[src/rtl/riscv_trace_capture.sv]
// riscv_trace_capture
//   Observation-side trace buffer for the RISC-V core's debug port. After an
//   arm pulse it waits for a PC trigger (or starts immediately when trig_en=0),
//   then records one 72-bit EX-stage record per qualifying cycle into a FIFO,
//   counting stall and flush cycles along the way. A host drains records
//   through a one-cycle rd_en -> rd_valid handshake.
//
// Ports
//   clk, reset          clock, synchronous active-high reset
//   arm                 clear buffer and counters, enter ARMED
//   stop                end capture (CAPTURE -> DONE)
//   trig_en, trig_pc    PC trigger enable / trigger PC
//   PC_EX, ALU_OUT_EX   EX-stage PC and ALU result
//   PCSrc               taken branch/jump (flush)
//   pipeline_stall      hazard stall
//   forwardA, forwardB  forwarding selects
//   rd_en               read request
//   rd_data, rd_valid   oldest record, valid for one cycle after rd_en
//   empty, full, count  FIFO occupancy (registered)
//   state               IDLE=0 ARMED=1 CAPTURE=2 DONE=3
//   stall_cnt, flush_cnt saturating statistics over capture cycles
module riscv_trace_capture #(
    parameter int DEPTH         = 16,
    parameter bit FILTER_STALLS = 1'b1
) (
    input  logic                     clk,
    input  logic                     reset,
    input  logic                     arm,
    input  logic                     stop,
    input  logic                     trig_en,
    input  logic [31:0]              trig_pc,
    input  logic [31:0]              PC_EX,
    input  logic [31:0]              ALU_OUT_EX,
    input  logic                     PCSrc,
    input  logic                     pipeline_stall,
    input  logic [1:0]               forwardA,
    input  logic [1:0]               forwardB,
    input  logic                     rd_en,
    output logic [71:0]              rd_data,
    output logic                     rd_valid,
    output logic                     empty,
    output logic                     full,
    output logic [$clog2(DEPTH):0]   count,
    output logic [1:0]               state,
    output logic [31:0]              stall_cnt,
    output logic [31:0]              flush_cnt
);

    localparam int AW = $clog2(DEPTH);
    localparam int CW = AW + 1;

    typedef enum logic [1:0] {
        IDLE    = 2'd0,
        ARMED   = 2'd1,
        CAPTURE = 2'd2,
        DONE    = 2'd3
    } state_t;

    state_t          st;
    logic [AW-1:0]   wr_ptr;
    logic [AW-1:0]   rd_ptr;
    logic [71:0]     mem [DEPTH];

    logic            qual;
    logic            trig;
    logic            cap;
    logic            wr;
    logic            rd;
    logic [CW-1:0]   cnt_nxt;
    logic [71:0]     rec;

    assign state = st;

    always_comb begin
        qual    = !(FILTER_STALLS && pipeline_stall);
        // A PC match while stalled is not a trigger: the stalled
        // instruction has not really executed yet.
        trig    = (st == ARMED) &&
                  (!trig_en || ((PC_EX == trig_pc) && !pipeline_stall));
        // The trigger cycle behaves exactly like a CAPTURE cycle.
        cap     = (st == CAPTURE) || trig;
        wr      = cap && qual;
        rd      = rd_en && !empty;
        cnt_nxt = count + CW'(wr) - CW'(rd);
        rec     = {PC_EX, ALU_OUT_EX, PCSrc, pipeline_stall,
                   forwardA, forwardB, 2'b00};
    end

    // Record storage; no reset needed, occupancy is tracked by count.
    always_ff @(posedge clk) begin
        if (!reset && !arm && wr)
            mem[wr_ptr] <= rec;
    end

    always_ff @(posedge clk) begin
        if (reset) begin
            st        <= IDLE;
            wr_ptr    <= '0;
            rd_ptr    <= '0;
            count     <= '0;
            empty     <= 1'b1;
            full      <= 1'b0;
            rd_valid  <= 1'b0;
            rd_data   <= '0;
            stall_cnt <= '0;
            flush_cnt <= '0;
        end else if (arm) begin
            // arm wins over any read or write in the same cycle.
            st        <= ARMED;
            wr_ptr    <= '0;
            rd_ptr    <= '0;
            count     <= '0;
            empty     <= 1'b1;
            full      <= 1'b0;
            rd_valid  <= 1'b0;
            stall_cnt <= '0;
            flush_cnt <= '0;
        end else begin
            rd_valid <= rd;
            if (rd) begin
                rd_data <= mem[rd_ptr];
                rd_ptr  <= rd_ptr + AW'(1);
            end
            if (wr)
                wr_ptr <= wr_ptr + AW'(1);
            count <= cnt_nxt;
            empty <= (cnt_nxt == '0);
            full  <= (cnt_nxt == CW'(DEPTH));

            if (cap) begin
                if (pipeline_stall && (stall_cnt != '1))
                    stall_cnt <= stall_cnt + 32'd1;
                if (PCSrc && (flush_cnt != '1))
                    flush_cnt <= flush_cnt + 32'd1;
            end

            case (st)
                IDLE:    st <= IDLE;
                ARMED:   if (trig) st <= CAPTURE;
                // A same-cycle read keeps count below DEPTH and so extends
                // the capture.
                CAPTURE: if (stop || (wr && (cnt_nxt == CW'(DEPTH))))
                             st <= DONE;
                DONE:    st <= DONE;
                default: st <= IDLE;
            endcase
        end
    end

endmodule

[config.mk]
export PLATFORM = sky130hd
export DESIGN_NAME = riscv_trace_capture
export DESIGN_NICKNAME = d
export VERILOG_FILES = /design/src/rtl/riscv_trace_capture.sv
export SDC_FILE = /design/constraint.sdc
export NUM_CORES = 1
export LEC_CHECK = 0
export CAP_MARGIN = 20
export CORE_MARGIN = 2
export CORE_UTILIZATION = 54
export DETAILED_ROUTE_END_ITERATION = 10
export GPL_TIMING_DRIVEN = 0
export PLACE_DENSITY_LB_ADDON = 0.2
export REMOVE_ABC_BUFFERS = 1
export SYNTH_ARGS = -nofsm -noshare
export SYNTH_HDL_FRONTEND = slang
export SYNTH_SLANG_ARGS = --single-unit
[constraint.sdc]
create_clock -name clk -period 8.25 [get_ports clk]
set_input_delay 1.2375 -clock clk [delete_from_list [all_inputs] [get_ports clk]]
set_output_delay 1.2375 -clock clk [all_outputs]
set_load 0.02 [all_outputs]
After elaboration in Yosys (flattened, before gate mapping)
Memories as Yosys holds them, arrays and structs flattened. A register that Yosys moved wholly into a read port is not among the register bits.
Cells that the tools add are included.
{"block": "word_totals", "register_bits": 154, "mem_bits_rw": 1120, "in_bits": 108, "out_inout_bits": 146, "elab_cells": 61, "n_memories": 1}
{"memory": "mem", "depth": 16, "word_bits": 70, "rd": 1, "rd_clocked_by_memory_dff": 1, "wr": 1, "line_no": "62", "text": "logic [71:0] mem [DEPTH];"}
{"block": "op_classes", "addsub": 6, "n_eq_ne": 11, "muxes": 6, "bitwise": 1, "n_reduce_logical": 25}
{"operator": "$add 32x1->32 const B", "n": 2}
{"operator": "$ne 32x32->1 const B", "n": 2}
{"operator": "$eq 32x32->1", "n": 1}
{"operator": "$reduce_and 2->1", "n": 5}
{"operator": "$logic_and 1x1->1", "n": 9}
{"operator": "$add 4x1->4 const B", "n": 2}
{"operator": "$pmux 2 s4", "n": 1}
{"operator": "$add 5x1->5", "n": 1}
{"operator": "$eq 5x5->1 const B", "n": 1}
{"operator": "$logic_not 1->1", "n": 5}
{"operator": "$logic_not 5->1", "n": 1}
{"operator": "$sub 5x1->5", "n": 1}
{"operator": "$eq 2x2->1 const B", "n": 2}
{"operator": "$mux 2", "n": 2}
{"operator": "$logic_or 1x1->1", "n": 3}
{"operator": "$mux 1", "n": 3}
{"operator": "$ne 3x2->1 const B", "n": 1}
{"operator": "$ne 3x3->1 const B", "n": 1}
{"operator": "$eq 2x1->1 const B", "n": 1}
{"operator": "$logic_not 2->1", "n": 1}
{"operator": "$ne 2x1->1 const B", "n": 1}
{"operator": "$ne 2x2->1 const B", "n": 1}
{"operator": "$reduce_or 2->1", "n": 1}
{"operator": "$not 1->1", "n": 1}

Logic depth before layout (Yosys ltp)
Gate-level depths: netlist of run 1.
{"block": "depth", "depth_word": 14, "mapped_depth": 19, "mapped_depth_nobuf": 17}

Worst setup path after synthesis of run 1
OpenSTA, ideal clock, no wires.
{"block": "synth_path", "kind": "input to register", "start": "in trig_pc[24]", "end": "mem mem[12][0] in the netlist's numbering, enable pin", "setup_time_ns": 0.584, "arrival_ns": 7.808, "required_ns": 7.666, "setup_slack_ns": -0.142, "path_stages": 10, "n_path_buf": 2, "path_cell_list": "xor2_1 > nor4_1 > nand4_1 > nor4_4 > nor2_1 > buf_2 > nor2_4 > inv_1 > clkbuf_1 > nor3_1"}
{"block": "synth_via", "elab_chain_cells": 9}
{"element": "start: declaration", "line_no": "31", "text": "input logic [31:0] trig_pc,"}
{"element": "$eq 32x32->1", "line_no": "79", "text": "(!trig_en || ((PC_EX == trig_pc) && !pipeline_stall));"}
{"element": "$logic_and 1x1->1", "line_no": "79"}
{"element": "$logic_or 1x1->1", "line_no": "79"}
{"element": "$logic_and 1x1->1", "line_no": "78", "text": "trig = (st == ARMED) &&"}
{"element": "$logic_or 1x1->1", "line_no": "81", "text": "cap = (st == CAPTURE) || trig;"}
{"element": "$logic_and 1x1->1", "line_no": "82", "text": "wr = cap && qual;"}
{"element": "$logic_and 1x1->1", "line_no": "91", "text": "if (!reset && !arm && wr)"}
{"element": "$mux 1", "line_no": "91"}
{"element": "$mux 1 (implied by the code)", "line_no": "92", "text": "mem[wr_ptr] <= rec;"}
{"element": "end: declaration", "line_no": "62"}
Every way passes these cells.

Final worst setup path of run 1
{"block": "layout_path", "start": "in PC_EX[24]", "end": "reg st[0], in the netlist state[0]"}
{"block": "layout_via", "elab_chain_cells": 13, "word_cells_on_any_way": 14, "cone_classes": "2 x add/sub; 4 x eq/ne; 8 x reduce/logical"}
{"element": "start: declaration", "line_no": "32", "text": "input logic [31:0] PC_EX,"}
{"element": "$eq 32x32->1 *", "line_no": "79"}
{"element": "$logic_and 1x1->1 *", "line_no": "79"}
{"element": "$logic_or 1x1->1 *", "line_no": "79"}
{"element": "$logic_and 1x1->1 *", "line_no": "78"}
{"element": "$logic_or 1x1->1", "line_no": "81"}
{"element": "$logic_and 1x1->1", "line_no": "82"}
{"element": "$add 5x1->5", "line_no": "84", "text": "cnt_nxt = count + CW'(wr) - CW'(rd);"}
{"element": "$sub 5x1->5", "line_no": "84"}
{"element": "$eq 5x5->1", "line_no": "142", "text": "CAPTURE: if (stop || (wr && (cnt_nxt == CW'(DEPTH))))"}
{"element": "$logic_and 1x1->1", "line_no": "142"}
{"element": "$logic_or 1x1->1", "line_no": "142"}
{"element": "$ne 3x2->1 (no source line)"}
{"element": "$reduce_and 2->1 (no source line) *"}
{"element": "end signal: assignment", "line_no": "143", "text": "st <= DONE;"}
{"element": "end signal: assignment", "line_no": "144", "text": "DONE: st <= DONE;"}
{"element": "end signal: assignment", "line_no": "145", "text": "default: st <= IDLE;"}
{"element": "end: declaration", "line_no": "59", "text": "state_t st;"}
Mark *: on every way between the ends. The rest lies on a longest branch, timed or not.
A chain may end at the register's enable or synchronous reset.

==> flow_summary.toml, run 1 <==
[status]
status = "finished, final reports clean"

[routing]
route.detailed.drc = 0
wl_per_cell_um = 28.3
dr.pass1.iters = 7
routed_via_density = 6.26
drt_iter0_drc = 2581
routed_wl_mm = 116
via_count = 25700
antenna_left = 0

[clock_tree]
cts-root-buf = "clkbuf_16"
cts_setup_buffers = 0
clock-sinks = 1272
cts_hold_buf = 0
ctsResizeCount = 0
htree_levels = 4
cts.path.max_buffers = 3
insertion_delay_ns = 0.74
tritoncts = "yes"
clkTransAtPathRegs_ns = 0.06
cts_made_buffers = 131

[power]
powerDensity_nw_per_um2 = 229
p_leak_nw = 17.9
vdd_drop_max_v = 0.000201

[timing]
final_max_slew_viol_count = 0
setup_viol = 0
fin_crit_sh = 0.846
hold_viol_final = 0
worstMarginPinSlew_ns = 1.06
skew_ns = 0.0322
rsz0062_at_grt = "false"
fmax_ghz = 0.143
fin_hold_ws_ns = 0.454
slew_headroom = 0.291
period_needed_ns = 6.98

[placed_design]
place_congestion = 0.823
hpwl_mm = 69.5
dpl_cell_area_um2 = 54500
io_buffers = 251

[critical_path]
end_kind = "register"
crit_chain = "clkdlybuf4s50_1 > xor2_1 > nor4_2 > nand4_1 > nor4_4 > nor2_2 > nor2_4 > inv_1 > ha_1 > inv_1 > ha_1 > fa_1 > xnor2_1 > or4b_2 > nor3_1 > o31ai_1 > a21oi_1"
reg2reg_slack_ns = 3.78
critPathSlowestCell = "nor4_2"
crit_end = "state[0]"
cp.arrival_ns = 7.65
critPathLaunchType = "input pin"
crit_fanout = 17
r2r.worst_path.cells = 14
worstSetupStartpoint = "PC_EX[24]"
path_class = "input pin to register"
r2r-end = "state[0]"
crit_required_ns = 8.92
cpPeakStageDelay_ns = 0.95
worstReg2RegStart = "state[0]"

[die]
row_count = 110
die_area_um2 = 93100
core_um2 = 90000
num_io_pins = 254
dieHeight_um = 305
die_x_um = 305
start_util = 0.544

[synthesis]
synth_seq_cells = 1272
synth_common_cells = "1120 x edfxtp_1, 350 x mux4_2, 170 x nand2_1"
yosys.area.top_type = "edfxtp_1"
yosysSeqAreaShare = 0.749
syn_area_um2 = 49000
yosys-top-cells-area = "edfxtp_1 69%, mux4_2 16%, dfxtp_1 6.2%"
synth_top_cell_area_share = 0.687
yosysMostFrequentCell = "edfxtp_1"
ys_types = 55
yosys_warnings = 0
ys_async_sr_fraction = 0
synth_cells = 2442
synth_edf_count = 1120
ys.flop_type = "edfxtp_1"
avgSynthCellArea_um2 = 20.1

[grt]
grt_pass1_wl_mm = 171
antenna_found_initial = 11
grt_pass1_vias = 26400
gr-total-overflow = 0
grt_use_total = 0.253
grt_max_degree = 59

[hold_path]
hp-class = "register to register"

[cells_and_area]
fin_area_um2 = 58800
layout-drive-gt1-share = 0.241
nNetsFinal = 2936
syn_to_final_growth_pct = 20.0

[job]
cap_violations = 0
## stage by stage
stage	setup slack, ns	cells	setup TNS, ns	power [mW]	util
6_report	1.27	4108	0	13.5	0.653
4_1_cts	1.52	4101	0	13.6	0.653
5_1_grt	1.02	4102	0	13.9	0.653
3_5_place_dp	0.724	3858	0	7.78	0.605
2_1_floorplan	-4.63	2307	-502.35	7.56	-
3_3_place_gp	-11.66	3734	-8794.10	7.87	0.583
## layout make-up
class                   instances  area, µm²
flip-flops and latches       1272      36700
fillers                      5859      31200
multi-input cells            1014      11800
repair buffers                375       4450
clock buffers                 194       3770
well taps                    1176       1470
clock inverters                49        505
inverters                      21       78.8
diodes                          7       17.5
## critical path, delay by kind of cell
family                     cells  cell delay (ns)
adders and majority gates      3             1.02
xor gates and xnor gates       2             0.36
buffers and inverters          3             1.24
and+or+nand+nor                7             3.54
AOI/OAI and AO/OA              2             0.21
## worst min-delay path by stage
stage | start | to | slack [ns] | cells after the start
global placement | rd_data[30] | rd_data[30] | 0.44 | 2
finish | rd_data[20] | rd_data[20] | 0.45 | 2
global route | rd_data[42] | rd_data[42] | 0.48 | 2
CTS | rd_data[56] | rd_data[56] | 0.46 | 2
floorplan | rd_data[10] | rd_data[10] | 0.53 | 2
detailed placement | rd_data[56] | rd_data[56] | 0.45 | 2
## kinds of logic (layout without fill, tap and decap cells)
logic type / Yosys count / after routing / share of synthesized area
other: 1 / 9 / 0.0000766
muxes: 355 / 355 / 0.162
and+or+nand+nor: 388 / 388 / 0.0402
xor gates and xnor gates: 45 / 45 / 0.00805
DFF: 1272 / 1272 / 0.749
buffers and inverters: 157 / 639 / 0.0123
adders and majority gates: 13 / 13 / 0.00347
AOI/OAI and AO/OA: 211 / 211 / 0.0252
## flip-flops by register name, indices dropped and copies added (netlist names), 2 cells and up
name       cells
wr_ptr         4
count          5
mem         1120
flush_cnt     32
state          2
rd_ptr         4
stall_cnt     32
rd_data       70
## cells in the final DEF (no fill, tap or decap), types with 25 or more instances in the layout
cell	count
clkbuf_16	137
clkbuf_1	44
dfxtp_1	148
nand3_1	39
buf_16	30
xor2_1	38
clkdlybuf4s50_1	250
edfxtp_1	1120
buf_6	67
or4_1	25
nand2_1	170
nor2_1	27
a21oi_1	123
mux4_2	350
o21ai_0	28
## routing by layer
| layer | up-vias | share of wire | GRT usage | wire length (µm) |
|---|---|---|---|---|
| met5 | - | 0.00043 | 0 | 50 |
| met4 | 8 | 0.020 | 0.0695 | 2370 |
| met3 | 196 | 0.093 | 0.0593 | 10800 |
| met2 | 1152 | 0.49 | 0.408 | 57400 |
| met1 | 13500 | 0.39 | 0.352 | 45500 |
| li1 | 10800 | - | - | - |
## report_power, final
group          internal (mW)  total (mW)  switching, mW
registers               7.02        7.05         0.0279
clock network           3.41        5.83           2.41
logic                  0.271       0.592          0.322
Power figures use the tool's default switching activity.
==> inputs of run 2 (changes only) <==
--- a/config.mk
+++ b/config.mk
@@ -7,7 +7,7 @@
 export LEC_CHECK = 0
 export CAP_MARGIN = 20
 export CORE_MARGIN = 2
-export CORE_UTILIZATION = 54
+export CORE_UTILIZATION = 58
 export DETAILED_ROUTE_END_ITERATION = 10
 export GPL_TIMING_DRIVEN = 0
 export PLACE_DENSITY_LB_ADDON = 0.2
==> constraint.sdc (replaced) <==
create_clock -name clk -period 7 [get_ports clk]
set_input_delay 1.05 -clock clk [delete_from_list [all_inputs] [get_ports clk]]
set_output_delay 1.05 -clock clk [all_outputs]
set_load 0.02 [all_outputs]
==> flow_summary.toml, run 2 (synthesis gave the netlist of run 1 again) <==
[status]
status = "finished, final reports clean"

[timing]
fmax_ghz = 0.156
rsz0062_at_grt = "false"
setup_viol = 0
worstMarginPinSlew_ns = 1.05
fin_crit_sh = 0.915
fin_hold_ws_ns = 0.452
hold_viol_final = 0
final_max_slew_viol_count = 0
skew_ns = 0.0275
period_needed_ns = 6.40
slew_headroom = 0.298

[cells_and_area]
final_common_cell = "edfxtp_1"
multi_input_area_um2 = 11800
mostFrequentLayoutCells = "1120 x edfxtp_1, 350 x mux4_2, 250 x clkdlybuf4s50_1, 170 x nand2_1, 148 x dfxtp_1"
layout.cells.non_filler = 4049
largest_reg_flops = 1120
nFillCells = 4981
seq_area_um2 = 36700
layout-drive-gt1-share = 0.240
reg_top3 = "mem (1120), rd_data (70)"
nNetsFinal = 2929
syn_to_final_growth_pct = 19.6
largest_register = "mem"

[clock_tree]
cts_made_buffers = 130
insertion_delay_ns = 0.72
cts_setup_buffers = 0
clock-sinks = 1272
clkTransAtPathRegs_ns = 0.06
cts.path.max_buffers = 3
cts-root-buf = "clkbuf_16"
tritoncts = "yes"
htree_levels = 4
ctsResizeCount = 0
cts_hold_buf = 0

[critical_path]
crit_fanout = 17
crit_required_ns = 7.65
end_kind = "register"
path_class = "input pin to register"
cp.arrival_ns = 7.05
critPathLaunchType = "input pin"

[die]
die_x_um = 295
dieHeight_um = 295
num_io_pins = 254
row_count = 106
core_um2 = 83700
start_util = 0.585
die_area_um2 = 86800

[routing]
route.met2.wl_mm = 58.8
met1_length_mm = 45.4
drt_iter0_drc = 2815
via_count = 25800
dr.pass1.iters = 7
routed_wl_mm = 117
route.detailed.drc = 0
antenna_left = 0
wl_per_cell_um = 28.9
met3_length_mm = 10.0
routed_via_density = 6.38
routed.top_layer = "met5"

[power]
vdd_drop_max_v = 0.000218
powerDensity_nw_per_um2 = 273
p_leak_nw = 17.9

[placed_design]
dp_cells = 3809
place_congestion = 0.813
hpwl_mm = 67.6
io_buffers = 251

[hold_path]
hp-class = "register to register"

[grt]
grt_max_degree = 62
antenna_found_initial = 4
grt_pass1_wl_mm = 172
grt_pass1_vias = 26800
grt_use_total = 0.276
gr-total-overflow = 0

[job]
cap_violations = 0
## run 2: cell types whose count changed in the layout (fill, tap and decap cells not counted), sizes merged
cell      change
clkbuf       -14
bufinv        +7
buf           -6
inv           -5
clkinvlp      +2
diode         -1
## run 2: layout make-up
class                      count  share of cell area
sequential                  1272               0.626
multi-input combinational   1014               0.201
timing repair buffer         369              0.0733
clock buffer                 180              0.0626
tap                         1134              0.0242
clock inverter                53              0.0110
inverter                      21             0.00135
antenna                        6            0.000256
## run 2: critical path: stages
cell and delay [ns]:
clkdlybuf4s50_1 0.85, xor2_1 0.31, nor4_2 0.65, nand4_1 0.43, nor4_4 0.62, nor2_2 0.28
nor2_4 0.28, inv_1 0.30, ha_1 0.37, inv_1 0.04, ha_1 0.20, fa_1 0.43
xnor2_1 0.20, or4b_2 0.65, nor3_1 0.16, o31ai_1 0.09, a21oi_1 0.12
## run 2: report_power, final
part	internal (mW)	switching, mW
Sequential	8.28	0.0317
Combinational	0.317	0.380
Clock	4.18	2.81
## run 2: path summary, 6_finish.rpt
path,end,slack [ns],cells after the start,start
setup reg to reg,state[0],2.51,14,state[0]
setup / recovery,state[0],0.60,17,PC_EX[8]
hold / removal,rd_data[64],0.45,2,rd_data[64]
hold reg to reg,rd_data[64],0.45,2,rd_data[64]
## run 2: through the flow
step	power, mW	instance area [µm²]	setup WS (ns)	util	setup TNS [ns]
3_5_place_dp	9.16	54300	-0.421	0.649	-0.911
6_report	16.0	58600	0.595	0.700	0
5_1_grt	16.4	58600	0.275	0.700	0
4_1_cts	16.1	58600	0.232	0.700	0
2_1_floorplan	8.91	48500	-5.88	-	-1189.85
3_3_place_gp	9.26	52400	-12.61	0.626	-9905.96
## run 2: routing by layer
metal	vias up	track usage
li1	10800	-
met1	13500	0.379
met2	1286	0.454
met3	196	0.0538
met4	2	0.0844
met5	-	0
